### src/rtl/debounce_scheduler.sv
// Time-multiplexed debouncer: one prescaler and one scan FSM serve N_CH channels, with events on a valid/ready port.
// Optional long-press events are enabled by defining DEBOUNCE_SCHED_LONG_PRESS_EN.
module debounce_scheduler_lane #(
  parameter int BOUNCE_TICKS = 4,
  parameter int LONG_TICKS   = 500
) (
  input  logic clk,
  input  logic rst,
  input  logic i_sel,
  input  logic i_sample,
  input  logic i_level,
  output logic o_full,
  output logic o_long
);
  localparam int CW = $clog2(BOUNCE_TICKS + 1);

  logic [CW-1:0] r_cnt;

  assign o_full = (r_cnt == CW'(BOUNCE_TICKS - 1));

  // Accepting and stable samples both restart the count.
  always_ff @(posedge clk or negedge rst) begin
    if (!rst)                               r_cnt <= '0;
    else if (i_sel) begin
      if ((i_sample != i_level) && !o_full) r_cnt <= r_cnt + CW'(1);
      else                                  r_cnt <= '0;
    end
  end

  if (LONG_TICKS < 1) begin : g_bad_long
    $error("LONG_TICKS must be >= 1");
  end

`ifdef DEBOUNCE_SCHED_LONG_PRESS_EN
  localparam int HW = $clog2(LONG_TICKS + 1);

  logic [HW-1:0] r_hold;

  assign o_long = i_level && i_sample && (r_hold == HW'(LONG_TICKS - 1));

  // Held at zero while the level is low, which also covers the press cycle;
  // LONG_TICKS marks the long press as already reported.
  always_ff @(posedge clk or negedge rst) begin
    if (!rst)                  r_hold <= '0;
    else if (!i_level)         r_hold <= '0;
    else if (i_sel && i_sample) begin
      if (r_hold == HW'(LONG_TICKS - 1))    r_hold <= HW'(LONG_TICKS);
      else if (r_hold < HW'(LONG_TICKS - 1)) r_hold <= r_hold + HW'(1);
    end
  end
`else
  assign o_long = 1'b0;
`endif

endmodule

module debounce_scheduler #(
  parameter int N_CH         = 4,
  parameter int BOUNCE_TICKS = 4,
  parameter int TICK_DIV     = 12000,
  parameter int LONG_TICKS   = 500,
  localparam int IW          = (N_CH > 1) ? $clog2(N_CH) : 1
) (
  input  logic            clk,
  input  logic            rst,
  input  logic [N_CH-1:0] bouncy_in,
  output logic [N_CH-1:0] debounced_out,
  output logic            event_valid,
  input  logic            event_ready,
  output logic [IW-1:0]   event_ch,
  output logic [1:0]      event_type,
  output logic            overrun,
  input  logic            clr_overrun
);
  localparam int DW = (TICK_DIV > 1) ? $clog2(TICK_DIV) : 1;

  if (N_CH < 1 || N_CH > 16) begin : g_bad_nch
    $error("N_CH must be in 1..16");
  end
  if (BOUNCE_TICKS < 1) begin : g_bad_bounce
    $error("BOUNCE_TICKS must be >= 1");
  end
  if (TICK_DIV < 2 * N_CH + 2) begin : g_bad_div
    $error("TICK_DIV must be >= 2*N_CH+2");
  end

  typedef enum logic [1:0] {S_IDLE, S_SCAN, S_EMIT} state_t;

  state_t          r_state;
  logic [IW-1:0]   r_idx;
  logic [DW-1:0]   r_div;
  logic [N_CH-1:0] r_sync1, r_sync2;

  logic [N_CH-1:0] w_sel, w_full, w_long;
  logic            w_strobe, w_sample, w_level, w_last;

  always_ff @(posedge clk or negedge rst) begin
    if (!rst) begin
      r_sync1 <= '0;
      r_sync2 <= '0;
    end else begin
      r_sync1 <= bouncy_in;
      r_sync2 <= r_sync1;
    end
  end

  always_ff @(posedge clk or negedge rst) begin
    if (!rst)          r_div <= '0;
    else if (w_strobe) r_div <= '0;
    else               r_div <= r_div + DW'(1);
  end

  assign w_strobe = (r_div == DW'(TICK_DIV - 1));
  assign w_sample = r_sync2[r_idx];
  assign w_level  = debounced_out[r_idx];
  assign w_last   = (r_idx == IW'(N_CH - 1));

  for (genvar g = 0; g < N_CH; g++) begin : g_lane
    assign w_sel[g] = (r_state == S_SCAN) && (r_idx == IW'(g));

    debounce_scheduler_lane #(
      .BOUNCE_TICKS (BOUNCE_TICKS),
      .LONG_TICKS   (LONG_TICKS)
    ) u_lane (
      .clk      (clk),
      .rst      (rst),
      .i_sel    (w_sel[g]),
      .i_sample (r_sync2[g]),
      .i_level  (debounced_out[g]),
      .o_full   (w_full[g]),
      .o_long   (w_long[g])
    );
  end

  always_ff @(posedge clk or negedge rst) begin
    if (!rst) begin
      r_state       <= S_IDLE;
      r_idx         <= '0;
      debounced_out <= '0;
      event_valid   <= 1'b0;
      event_ch      <= '0;
      event_type    <= 2'd0;
      overrun       <= 1'b0;
    end else begin
      case (r_state)
        S_IDLE: begin
          if (w_strobe) begin
            r_idx   <= '0;
            r_state <= S_SCAN;
          end
        end
        S_SCAN: begin
          if ((w_sample != w_level) && w_full[r_idx]) begin
            debounced_out[r_idx] <= w_sample;
            event_ch             <= r_idx;
            event_type           <= {1'b0, w_sample};
            event_valid          <= 1'b1;
            r_state              <= S_EMIT;
          end else if (w_long[r_idx]) begin
            event_ch    <= r_idx;
            event_type  <= 2'd2;
            event_valid <= 1'b1;
            r_state     <= S_EMIT;
          end else if (w_last) begin
            r_state <= S_IDLE;
          end else begin
            r_idx <= r_idx + IW'(1);
          end
        end
        S_EMIT: begin
          if (event_ready) begin
            event_valid <= 1'b0;
            if (w_last) r_state <= S_IDLE;
            else begin
              r_idx   <= r_idx + IW'(1);
              r_state <= S_SCAN;
            end
          end
        end
        default: r_state <= S_IDLE;
      endcase

      // A tick landing mid-scan is dropped; a drop outranks a same-cycle clear.
      if (w_strobe && (r_state != S_IDLE)) overrun <= 1'b1;
      else if (clr_overrun)                overrun <= 1'b0;
    end
  end

endmodule

### config.mk
export PLATFORM = sky130hd
export DESIGN_NAME = debounce_scheduler
export DESIGN_NICKNAME = d
export VERILOG_FILES = /design/src/rtl/debounce_scheduler.sv
export SDC_FILE = /design/constraint.sdc
export NUM_CORES = 1
export LEC_CHECK = 0
export BUFFER_PORTS_ARGS = -buffer_cell sky130_fd_sc_hd__buf_2
export CORE_UTILIZATION = 50
export CTS_CLUSTER_DIAMETER = 60
export CTS_CLUSTER_SIZE = 12
export DETAILED_ROUTE_END_ITERATION = 10
export PLACE_DENSITY = 0.71
export SYNTH_ARGS = -nofsm -noshare
export SYNTH_HDL_FRONTEND = slang
export SYNTH_SLANG_ARGS = --single-unit
### constraint.sdc
create_clock -name clk -period 2.4 [get_ports clk]
set_clock_uncertainty 0.2 [all_clocks]
set_input_delay 0 -clock clk [delete_from_list [all_inputs] [get_ports clk]]
set_output_delay 0 -clock clk [all_outputs]
set_load 0.01 [all_outputs]
After elaboration in Yosys (flattened, before gate mapping)
Cells that the tools add are included.

Register bits: 48. Bits in latches: 0. Bits in read-only memories: 0. Logic and storage cells: 109. Memories: 0. Memory bits (writable): 0.

$mul: 0. Equal/unequal tests: 21. Bitwise operators: 0. $lt $le $gt $ge: 2. Reductions and logical operators: 27. Add/subtract/negate cells: 6. Div/mod/pow operators: 0. Multiplexer cells: 39. Shift-type cells: 0.

Operator list (number): 2-to-1 mux 2 bit (14); adder 14 x 1 -> 14 bit, second input constant (1); == test 14 bit, second input constant (1); 2-to-1 mux 14 bit (1); adder 3 x 1 -> 3 bit, second input constant (4); == test 3 x 2 -> 1 bit, second input constant (4); 2-to-1 mux 3 bit (4); case mux 2 bit (3 select lines) (2); logical AND 1 bit (11); 2-to-1 mux 1 bit (11); binary-select mux 1 bit (select 2 bit) (4); inequality test 2 bit, second input constant (4); nonzero test 2 bit (4); == test 2 bit, second input constant (3); AND reduction 3 bit (2); inequality test 1 bit (5); AND reduction 5 bit (1); bitwise mux 4 bit (1); == test 2 x 1 -> 1 bit, second input constant (2); logical NOT 1 bit (4); logical NOT 2 bit (2); inequality test 4 x 2 -> 1 bit, second input constant (1); AND reduction 2 bit (2); less-than comparator 2 x 3 -> 1 bit, second input constant (1); 6 further kinds (6).

Longest topological paths before layout
Word-level depth: 6. Depth in mapped cells: 8. Mapped depth without buffers: 7.

Modules after synthesis
Synthesis repeated with hierarchy kept, for this count alone.

Cells, all modules: 216. Area, all modules: 2434.8 µm².

Modules (own cells, without submodules): debounce_scheduler (seq. area each 900.9 µm², area an instance 1739.2 µm², times used 1, cells each 148); debounce_scheduler_lane (seq. area each 75.1 µm², area an instance 173.9 µm², times used 4, cells each 17).

Least setup slack after synthesis
No wires, ideal clock.

Kind: register -> register. Start: register r_idx[1]. End: register r_state[0]. Path buffers: 0. Setup slack: 0.097 ns. Period minus slack after synthesis: 2.303 ns. Arrival time: 1.978 ns. Stages on the path, launching flop included: 6. Required time: 2.075 ns. Path through: dfrtp_1 mux4_1 xor2_1 nand2_1 a311oi_1 mux2_2.

Cells in the longest elaborated chain, start to end: 6.

Ends and longest elaborated chain: start: declaration (line 90) `logic [IW-1:0] r_idx;`; start signal: assignment (line 167) `r_idx <= r_idx + IW'(1);`; start signal: assignment (line 175) `r_idx <= r_idx + IW'(1);`; binary-select mux 1 bit (select 2 bit) (on tied branches) (line 114, 115); 2-to-1 mux 1 bit (on tied branches) (line 114, 115); inequality test 1 bit (line 153) `if ((w_sample != w_level) && w_full[r_idx]) begin`; logical AND 1 bit (line 153); inequality test 4 x 2 -> 1 bit (no source line) or 2-to-1 mux 2 bit (tied branches); AND reduction 3 bit (no source line) or case mux 2 bit (3 select lines) (tied branches); end signal: assignment (line 149) `r_state <= S_SCAN;`; end signal: assignment (line 158) `r_state <= S_EMIT;`; end signal: assignment (line 163) `r_state <= S_EMIT;`; end: declaration (line 89) `state_t r_state;`.

Parallel ways exist; a longest one is shown, timed or not. The select of a mux whose other input is x is not followed. A chain may end at the register's enable or synchronous reset.

Final worst setup path
Start: register g_lane[0].u_lane.r_cnt[0]. End: register r_idx[1].

Cells in the longest elaborated chain, start to end: 6.

Ends and longest elaborated chain: start: declaration (line 17) `logic [CW-1:0] r_cnt;`; start signal: assignment (line 25) `if ((i_sample != i_level) && !o_full) r_cnt <= r_cnt + CW'(1);`; == test 3 x 2 -> 1 bit (line 19) `assign o_full = (r_cnt == CW'(BOUNCE_TICKS - 1));`; binary-select mux 1 bit (select 2 bit) (line 153); 2-to-1 mux 1 bit (not written as such) (line 153); logical AND 1 bit (line 153); inequality test 2 bit (no source line); AND reduction 5 bit (no source line).

No other way between the ends. The select of a mux whose other input is x is not followed.

==> results.tsv <==
stage	metric	value	unit
run_status	status	completed	
clock_tree	H-tree levels	2	
setup_path	FF-to-FF setup slack	20	ps
floorplan	Die ar.	0.00494	sq mm
setup_path	CP endpoint	r_idx[1]$_DFFE_PN0P_	
global_route	Tot GR Track Use	0.187	
yosys	Synth Instances	214	
timing	final worst-path setup slack	23.0	ps
power	pwr/cell area	545	mW/mm^2
timing	minimum clock period	2380	ps
floorplan	Die X-Extent	70.3	microns
worst_hold_path	min-delay worst type	in2async	
yosys	Synth Flop Type	dfrtp_1	
yosys	Avg Inst Size Synth	10.9	sq um
detailed_routing	DR WL/cell	13.8	microns
timing	Slew HR	0.506	
setup_path	crit-path max FO	2	
detailed_routing	DRC	0	
timing	Slew Viols, Final	0	
yosys	Post-Syn Nets	239	
yosys	yosys warns	0	
clock_tree	TritonCTS clock tree	done	
timing	final setup fails	0	
floorplan	initial core utilization	0.528	
timing	RSZ-0062 raised after global routing	true	
layout	P&R area growth vs syn	20.9	%
layout	antenna fix cells	0	
detailed_routing	vias per cell	5.24	
clock_tree	clock sinks	48	
placement	pre-CTS setup slack	27.4	ps
placement	Port Buf Inserts	17	
global_route	vias in the first global route	1509	
global_route	largest net degree at the start of global routing	34	
layout	layout cells sized above 1	0.233	
setup_path	reg2reg end	r_idx[1]$_DFFE_PN0P_	
yosys	synth unique cells	37	
yosys	Seq cells post-synth	48	
detailed_routing	routed vias	1620	
clock_tree	Clock transition at path regs	80	ps
layout	post-route insts no fill	309	
floorplan	core area	0.00441	sq mm
global_route	first-pass GRT wire length	7030	microns
setup_path	Setup Crit Path Kind	reg2reg	
run	Max-cap violations	0	
placement	gpl congestion	0.838	
setup_path	FF-to-FF path depth	7	
clock_tree	worst skew pair latency	300	ps
clock_tree	worst-case clock buffer depth	2	
power	peak supply drop	340	uV
global_route	GRT overflow	0	
timing	setup TNS	0	ps
layout	Final Net Count	282	
timing	worst hold margin	100	ps
detailed_routing	DR iter-0 viols	47	
timing	worst-margin pin slew	739	ps
detailed_routing	DRT Wirelength	4260	microns
timing	Max Fclk	0.421	GHz
placement	placed insts	289	
timing	Tcrit/Tclk final	0.990	
power	LEAKAGE	0.00140	uW
setup_path	Data required, critical path	2430	ps
clock_tree	CTS root buf	clkbuf_8	
setup_path	CP Launch Type	register	
layout	fillers	350	
floorplan	Top Ports	18	
floorplan	Rows	24	
clock_tree	CTS Buf Count	5	
detailed_routing	antenna-violating nets left	0	
yosys	Post-synth ARST share	1.00	
setup_path	Worst EP arrival	2400	ps
placement	Post-DP HPWL	3060	microns
floorplan	Die H	70.3	microns
setup_path	CP endpoint kind	register	
yosys	register area share after synthesis	0.515	
yosys	Post-Syn Area	0.00233	sq mm
setup_path	r2r startpoint	g_lane[0].u_lane.r_cnt[0]$_DFFE_PN0P_	
global_route	initial antenna violation count	0	
yosys	number of flops mapped to enable cells by yosys	0	
timing	final hold viol count	0	
setup_path	worst setup path start	g_lane[0].u_lane.r_cnt[0]$_DFFE_PN0P_	
detailed_routing	DR pass1 iterations	4	
## through the flow
step / total power [uW] / util / cell area (sq um)
finish: 1530 / 0.638 / 2820
global route: 1580 / 0.638 / 2820
CTS: 1550 / 0.624 / 2760
detailed placement: 867 / 0.574 / 2530
global placement: 867 / 0.574 / 2530
floorplan: 841 / - / 2330
## worst min path at each step
stage               cells after the start          from                                    end
detailed placement                      1           rst  g_lane[1].u_lane.r_cnt[1]$_DFFE_PN0P_
CTS                                     3           rst                     r_div[4]$_DFF_PN0_
floorplan                               0           rst           debounced_out[0]$_DFFE_PN0P_
finish                                  3           rst  g_lane[3].u_lane.r_cnt[2]$_DFFE_PN0P_
global placement                        1           rst  g_lane[1].u_lane.r_cnt[1]$_DFFE_PN0P_
global route                            2  bouncy_in[3]                   r_sync1[3]$_DFF_PN0_
## state kept, by name (all words and copies together) (netlist names)
register and count:
r_state 2, r_idx 2, event_type 2, overrun 1
r_sync2 4, r_div 14, event_valid 1, g_lane.u_lane.r_cnt 12
event_ch 2, debounced_out 4, r_sync1 4
## cell usage after synthesis (2+ instances only)
| library cell | instances | area, sq um |
|---|---|---|
| o31ai_1 | 4 | 30.0 |
| o21ai_0 | 7 | 35.0 |
| and3_1 | 2 | 12.5 |
| nand2_1 | 21 | 78.8 |
| nor3b_1 | 2 | 15.0 |
| nand3_1 | 11 | 55.1 |
| inv_1 | 16 | 60.1 |
| mux4_2 | 2 | 45.0 |
| nand2b_1 | 4 | 25.0 |
| nor2b_1 | 3 | 18.8 |
| xnor2_1 | 6 | 52.6 |
| ha_1 | 17 | 213 |
| mux2_2 | 3 | 33.8 |
| a21oi_1 | 9 | 45.0 |
| dfrtp_1 | 48 | 1200 |
| xor2_1 | 10 | 87.6 |
| nor3_1 | 7 | 35.0 |
| a21o_1 | 4 | 30.0 |
| nor2_1 | 15 | 56.3 |
| buf_4 | 4 | 30.0 |
| nand4_1 | 2 | 12.5 |
| o22ai_1 | 2 | 12.5 |
## cell families (layout without fill, tap and decap cells)
| family | count (synthesis) | in the layout | share of synthesized area |
|---|---|---|---|
| simple gates | 72 | 72 | 0.157 |
| xor+xnor | 16 | 16 | 0.0601 |
| mux | 7 | 7 | 0.0494 |
| fa+ha+maj | 17 | 17 | 0.0912 |
| compound gates | 30 | 30 | 0.0784 |
| flops | 48 | 48 | 0.515 |
| buf+inv | 24 | 67 | 0.0488 |
## placed cells by master (no fill, tap or decap), types with 2 or more instances in the layout
cell type,synthesis,final
a21o_1,4,4
a21oi_1,9,9
and3_1,2,2
buf_2,1,17
buf_4,4,19
bufinv_16,0,2
clkbuf_8,0,5
dfrtp_1,48,48
dlygate4sd3_1,0,8
ha_1,17,12
ha_2,0,5
inv_1,16,16
mux2_2,3,3
mux4_2,2,2
nand2_1,21,21
nand2b_1,4,4
nand3_1,11,11
nand4_1,2,2
nor2_1,15,15
nor2b_1,3,3
nor3_1,7,7
nor3b_1,2,2
o21ai_0,7,7
o31ai_1,4,4
xnor2_1,6,6
xor2_1,10,10
## layout make-up
cell class                 count  area (sq um)  share of cell area
clock buffer                   5          68.8              0.0244
clock inverter                 2          60.1              0.0213
inverter                      16          60.1              0.0213
multi-input combinational    142          1050               0.374
sequential                    48          1200               0.426
tap                           52          65.1              0.0231
timing repair buffer          44           308               0.109
## power by group
part	internal (uW)	total [uW]	switching, uW	leakage, uW
Clock	410	676	266	0.0000642
Sequential	815	819	3.86	0.000627
Combinational	17.8	40.7	22.9	0.000706
## worst max-delay path: stages (launching register included)
cell and delay (ps):
dfrtp_1 400, ha_1 210, ha_2 180, mux4_2 480, nand2_2 120, nor2b_4 40
or4b_4 520, o22ai_2 160
## routing by layer
metal / track usage / up-vias / wire, microns
met1: 0.258 / 784 / 2150
li1: - / 807 / -
met3: 0.0462 / 7 / 126
met4: 0.0822 / 0 / 74
met5: 0 / - / 0
met2: 0.279 / 22 / 1910
## timing repair
action / 4_1_cts / 5_1_grt
hold buffers: 8 / 0
endpoints found under the setup margin: 1 / 3
resized for setup: 0 / 9
setup buffers: 2 / 3
endpoints found under the hold margin: 54 / 0
Note: power is estimated with default switching activity, not from simulation.
